==> src/rtl/sipo_rx.sv <==
// sipo_rx: serial-in / parallel-out receiver with a one-word holding register.
// Bits shift into sh on ser_en; a completed word moves to op if the holding
// register is free (or being drained this cycle), otherwise it is dropped
// and the sticky overrun flag is raised.
module sipo_rx #(
  parameter int WIDTH = 8
) (
  input  logic                     clk,
  input  logic                     rst_a,
  input  logic                     ser_en,
  input  logic                     ser_in,
  input  logic                     dir,
  input  logic                     clr,
  input  logic                     op_ready,
  output logic [WIDTH-1:0]         op,
  output logic                     op_valid,
  output logic                     overrun,
  output logic [$clog2(WIDTH)-1:0] bit_cnt
);

  localparam int             CW   = $clog2(WIDTH);
  localparam logic [CW-1:0]  LAST = CW'(WIDTH - 1);

  logic [WIDTH-1:0] r_sh;
  logic [CW-1:0]    r_cnt;
  logic             r_dir;       // latched order for the word in flight, 1 = LSB-first
  logic [WIDTH-1:0] r_op;
  logic             r_op_valid;
  logic             r_overrun;

  logic             w_first;
  logic             w_dir;
  logic             w_shift;
  logic             w_done;
  logic             w_load;
  logic             w_drop;
  logic [WIDTH-1:0] w_sh_nxt;

  // Bit 0 of a word uses the live dir input; later bits use the latched copy
  // so mid-word dir changes cannot scramble the word.
  always_comb begin
    w_first  = (r_cnt == '0);
    w_dir    = w_first ? dir : r_dir;
    w_sh_nxt = w_dir ? {ser_in, r_sh[WIDTH-1:1]} : {r_sh[WIDTH-2:0], ser_in};
    w_shift  = ser_en & ~clr;                 // clr wins over ser_en
    w_done   = w_shift & (r_cnt == LAST);
    w_load   = w_done & (~r_op_valid | op_ready);
    w_drop   = w_done & r_op_valid & ~op_ready;
  end

  // Shift register, bit counter and latched bit order.
  always_ff @(posedge clk or negedge rst_a) begin
    if (!rst_a) begin
      r_sh  <= '0;
      r_cnt <= '0;
      r_dir <= 1'b0;
    end else if (clr) begin
      r_sh  <= '0;
      r_cnt <= '0;
    end else if (ser_en) begin
      r_sh  <= w_sh_nxt;
      r_cnt <= w_done ? '0 : r_cnt + 1'b1;
      if (w_first) r_dir <= dir;
    end
  end

  // Holding register handshake; clr does not touch it.
  always_ff @(posedge clk or negedge rst_a) begin
    if (!rst_a) begin
      r_op       <= '0;
      r_op_valid <= 1'b0;
    end else if (w_load) begin
      r_op       <= w_sh_nxt;
      r_op_valid <= 1'b1;
    end else if (r_op_valid && op_ready) begin
      r_op_valid <= 1'b0;
    end
  end

  // Sticky overrun: set on a dropped word, cleared only by clr or reset.
  always_ff @(posedge clk or negedge rst_a) begin
    if (!rst_a)      r_overrun <= 1'b0;
    else if (clr)    r_overrun <= 1'b0;
    else if (w_drop) r_overrun <= 1'b1;
  end

  assign op       = r_op;
  assign op_valid = r_op_valid;
  assign overrun  = r_overrun;
  assign bit_cnt  = r_cnt;

endmodule

==> config.mk <==
export PLATFORM = sky130hd
export DESIGN_NAME = sipo_rx
export DESIGN_NICKNAME = d
export VERILOG_FILES = /design/src/rtl/sipo_rx.sv
export SDC_FILE = /design/constraint.sdc
export NUM_CORES = 1
export LEC_CHECK = 0
export CELL_PAD_IN_SITES_DETAIL_PLACEMENT = 1
export CELL_PAD_IN_SITES_GLOBAL_PLACEMENT = 2
export CORE_MARGIN = 10
export CORE_UTILIZATION = 35
export CTS_CLUSTER_SIZE = 8
export DETAILED_ROUTE_END_ITERATION = 16
export GPL_TIMING_DRIVEN = 0
export HOLD_SLACK_MARGIN = 0.1
export PLACE_DENSITY = 0.91
export SKIP_CTS_REPAIR_TIMING = 1
export SYNTH_ARGS = -nofsm -noshare
export SYNTH_HDL_FRONTEND = slang
export SYNTH_SLANG_ARGS = --single-unit
==> constraint.sdc <==
create_clock -name clk -period 2.83 [get_ports clk]
set_clock_uncertainty 0.1 [all_clocks]
set_input_delay 0.566 -clock clk [delete_from_list [all_inputs] [get_ports clk]]
set_output_delay 0.566 -clock clk [all_outputs]
set_load 0.01 [all_outputs]
# Yosys cells after proc, flatten, opt, wreduce, memory -nomap -nowiden
# Index checks and enable logic that the tools add are counted.
[totals] wordCells=34 register_bits=22
[op_classes] n_bitwise=9 muxes=11 n_eq_ne=1 add_sub_neg=1 reduce_logical=6
[ops] op="$mux 8" count=3
[ops] op="$mux 3" count=3
[ops] op="$reduce_bool 2->1" count=3
[ops] op="$and 1x1->1" count=5
[ops] op="$mux 1" count=5
[ops] op="$add 3x1->3 const B" count=1
[ops] op="$eq 3x3->1 const B" count=1
[ops] op="$logic_not 3->1" count=1
[ops] op="$not 1->1" count=3
[ops] op="$reduce_and 2->1" count=1
[ops] op="$logic_and 1x1->1" count=1
[ops] op="$or 1x1->1" count=1

# Longest topological paths before layout
[logic_depth] ltp_word=7 ltp_mapped=7 ltp_nobuf=5

# Least setup slack after synthesis
# No wires, ideal clock.
[synth_timing] path_kind="register to register" from="register r_cnt[0], in the netlist bit_cnt[0]" to="register r_dir" setup_ns=0.125 slack_ns=1.092 period_less_slack_ns=1.738 n_path_buf=0 required_ns=2.605 arrival_time_ns=1.514 path_stages_with_launch=6 cell_sequence="dfrtp_1 > inv_1 > ha_1 > or2b_4 > nor3_1 > mux2_2"
[synth_between] elab_chain_cells=2
[synth_rtl] item="start, declared" line_no="25" text="logic [CW-1:0] r_cnt;"
[synth_rtl] item="start signal, assigned" line_no="62" text="r_cnt <= w_done ? '0 : r_cnt + 1'b1;"
[synth_rtl] item="$logic_not 3->1" line_no="42" text="w_first = (r_cnt == '0);"
[synth_rtl] item="$mux 1"
[synth_rtl] item="end signal, assigned" line_no="63" text="if (w_first) r_dir <= dir;"
[synth_rtl] item="end, declared" line_no="26" text="logic r_dir;"
# Every way passes these cells.
# A chain may end at the register's enable or synchronous reset.

# Worst setup path in the final report
[layout_timing] from="register r_cnt[0], in the netlist bit_cnt[0]" to="output bit_cnt[0]"
[layout_lines] item="end, declared" line_no="18" text="output logic [$clog2(WIDTH)-1:0] bit_cnt"
# No word-level cell between the ends.

==> reports/qor_table.md <==
| Step | Metric | Reported |
|:---|:---|:---|
| outcome | Run status | complete, no violations |
| die | Count of standard-cell rows | 21 |
| sta | Normalized max-slew margin | 30.4% |
| worst setup path | Crit path buf inv count | 1 |
| synth | Synth cell types | 28 |
| cells and area | Antenna fix cells | 0 |
| cells and area | Layout Cells excl Fill | 198 |
| clock tree | Number of buffers on the longest clock path | 2 |
| cells and area | Area delta synth->final | 22.5% |
| sta | Worst Tran Pin Value | 1.04 ns |
| synth | Mean area per synthesized cell | 9.79 um^2 |
| die | Placeable core area | 3420 um^2 |
| synth | Synthesis Warnings | 0 |
| sta | FMAX | 502 MHz |
| grt | GR Util All Layers | 12.6% |
| pwr | Leak Pwr | 0.649 nW |
| cells and area | Final non-filler cell area | 1550 um^2 |
| placed design | Placer congestion estimate | 0.861 |
| worst setup path | Cells along the critical path | clkdlybuf4s50_1 |
| die | Die Area | 6410 um^2 |
| die | X dimension of the die | 80.1 um |
| detailed routing | Drt initial violations | 98 |
| clock tree | TritonCTS clock tree | yes |
| detailed routing | DR pass1 iterations | 4 |
| sta | Hold violation total from the final report | 0 |
| cells and area | Layout cells sized above 1 | 11.2% |
| worst setup path | Largest stage delay, worst path | 0.56 ns |
| clock tree | Clock latency reported for the late side of the worst-skew pair | 0.33 ns |
| cells and area | Most common library cell in the layout ignoring fill and taps | dfrtp_1 |
| sta | Final period utilization | 70.4% |
| sta | Total of endpoints with negative setup slack in the final report | 0 |
| worst setup path | Arrival @ worst endpoint | 1.33 ns |
| grt | Remaining global-route overflow | 0 |
| sta | Unrepaired setup endpoints after global routing | false |
| detailed routing | Number of nets with antenna violations after detailed routing | 0 |
| worst setup path | Largest delay contributor family on the critical path | buffers and inverters |
| worst setup path | Maximum fanout along the worst path | 5 |
| clock tree | Number of buffers created by CTS | 3 |
| detailed routing | Vias per cell | 5.63 |
| worst setup path | Crit. End Element | output port |
| placed design | Placed cells | 194 |
| detailed routing | DRC violation count after routing | 0 |
| placed design | Placed standard-cell area | 1510 um^2 |
| worst setup path | Worst endpoint required time | 2.16 ns |
| placed design | HPWL after detailed placement | 2.62 mm |
| synth | Number of nets produced by synthesis | 139 |
| run | MaxCap Viol Count | 0 |
| detailed routing | Total length of routed wires | 3.79 mm |
| sta | Post-layout min period | 1.99 ns |
| grt | Via count of the first global-routing pass | 1248 |
| worst setup path | Standard cell with the maximum stage delay on the critical path | clkdlybuf4s50_1 |
| synth | Mapped Cells | 129 |
| grt | Pin count of the biggest net entering global routing | 23 |
| cells and area | Layout filler cell count | 412 |
| pwr | Pwr per Cell Area | 433 nW/um^2 |
| worst setup path | Start-to-end type of the worst setup path | flip-flop to output port |
| worst setup path | Startpoint type of the worst setup path | flip-flop |
| synth | Netlist area before placement | 1260 um^2 |
| detailed routing | Routed wirelength normalized by instance count | 19.1 um |
| grt | Number of antenna violations at the first check in global routing | 0 |
| clock tree | H-Tree Depth | 1 |
| hold path | Class of the most critical hold timing path | flip-flop to flip-flop |
| placed design | # port buffers | 19 |
| sta | Number of slew-limit violations in the final report | 0 |
| cells and area | Most used cells in the layout excluding fill and tap cells | dfrtp_1 (22), clkdlybuf4s50_1 (19), a31oi_1 (16), nor2_1 (11), a21oi_1 (10) |
| clock tree | CTS root buffer | clkbuf_4 |
| grt | First-pass GRT wire length | 6.48 mm |
| die | Die Height | 80.1 um |
| die | Initial core utilization | 37.0% |
| detailed routing | Via total after detailed routing | 1115 |
| cells and area | Count of nets after finishing | 163 |
| synth | Total of flip-flops plus latches after synthesis | 22 |
| clock tree | Clock Pin Slew Worst Setup and Hold Paths | 0.14 ns |
| clock tree | Clock net sink count | 22 |
| sta | Total Negative Setup Slacks | 0 ns |
| pwr | Worst ir drop on vdd | 163 uV |
| die | Number of top-level pins | 20 |
| synth | Sequential fraction of the synthesis area | 43.6% |
registers in the layout, indices dropped and copies added (netlist names):
register,count
bit_cnt,3
r_sh,8
r_dir,1
op,8
overrun,1
op_valid,1
worst paths after layout:
kind                                        start                  end  slack [ns]  cells past startpoint
min reg2reg                     op[2]$_DFFE_PN0P_    op[2]$_DFFE_PN0P_        0.47                      2
max reg2reg                bit_cnt[0]$_DFFE_PN0P_    r_dir$_DFFE_PN0P_        0.89                      5
min                             op[2]$_DFFE_PN0P_    op[2]$_DFFE_PN0P_        0.47                      2
max                        bit_cnt[0]$_DFFE_PN0P_           bit_cnt[0]        0.84                      1
max in group asynchronous                   rst_a  r_sh[1]$_DFFE_PN0P_        1.32                      1
min in group asynchronous                   rst_a  r_sh[7]$_DFFE_PN0P_        0.68                      1
per-layer routing:
layer,up-vias,share of wire [%],GRT usage [%]
met4,0,2.1,5.11
met3,10,3.5,2.34
met5,-,0,0
met2,23,51,21.3
met1,559,43,15.2
li1,523,-,-
power breakdown:
part / internal [W] / total (W) / switching (W)
logic: 0.0000593 / 0.000132 / 0.0000724
clock network: 0.0000789 / 0.000190 / 0.000111
registers: 0.000329 / 0.000349 / 0.0000201
synth_stat cells:
master,count,area share [%]
nand3b_1,1,0.59
a21oi_1,10,4.0
clkbuf_2,1,0.40
a311oi_1,8,5.6
mux2_2,1,0.89
ha_1,3,3.0
dfrtp_1,22,44
a31oi_1,16,7.9
mux2i_1,1,0.79
and3b_1,1,0.69
o21ai_0,8,3.2
and4bb_2,4,4.0
nor2b_1,5,2.5
inv_1,3,0.89
nor2_1,11,3.3
o21ai_1,1,0.40
and2_1,9,4.5
nand2b_1,1,0.50
nor3_1,1,0.40
o21ba_2,1,0.79
nand2_1,2,0.59
clkbuf_1,4,1.2
or2b_4,1,0.89
buf_6,3,2.7
buf_2,2,0.79
and2b_1,4,2.4
nor3b_1,1,0.59
nor4bb_1,4,3.2
stage by stage:
stage	total power [W]	hold WS (ns)	setup slack (ns)	util (%)
floorplan	0.000430	0.170	1.09	-
global placement	0.000479	0.432	0.622	44.2
detailed placement	0.000486	0.444	0.562	44.2
CTS	0.000674	0.476	0.825	45.3
global route	0.000704	0.512	0.782	45.3
finish	0.000670	0.467	0.839	45.3
worst reg2reg max path, stage by stage, from the launching register on:
cell     delay (ns)
dfrtp_1        0.45
inv_1          0.08
ha_1           0.33
or2b_4         0.36
nor3_1         0.17
mux2_2         0.36
area by class of cell:
cell class / count / area, um^2 / share of cell area (%)
Buffer: 10 / 63.8 / 4.13
Clock buffer: 4 / 36.3 / 2.35
Inverter: 3 / 11.3 / 0.728
Multi-Input combinational cell: 94 / 637 / 41.2
Sequential cell: 22 / 551 / 35.6
Tap cell: 46 / 57.6 / 3.72
Timing Repair Buffer: 19 / 190 / 12.3
logic make-up (layout without fill, tap and decap cells):
| family | Yosys count | in the layout | share of synthesized area [%] |
|---|---|---|---|
| muxes | 2 | 2 | 1.68 |
| DFF | 22 | 22 | 43.6 |
| and+or+nand+nor | 45 | 45 | 24.0 |
| adders and majority gates | 3 | 3 | 2.97 |
| AOI/OAI and AO/OA | 44 | 44 | 21.8 |
| buffers and inverters | 13 | 36 | 5.95 |
Note: power is estimated with default switching activity, not from simulation.
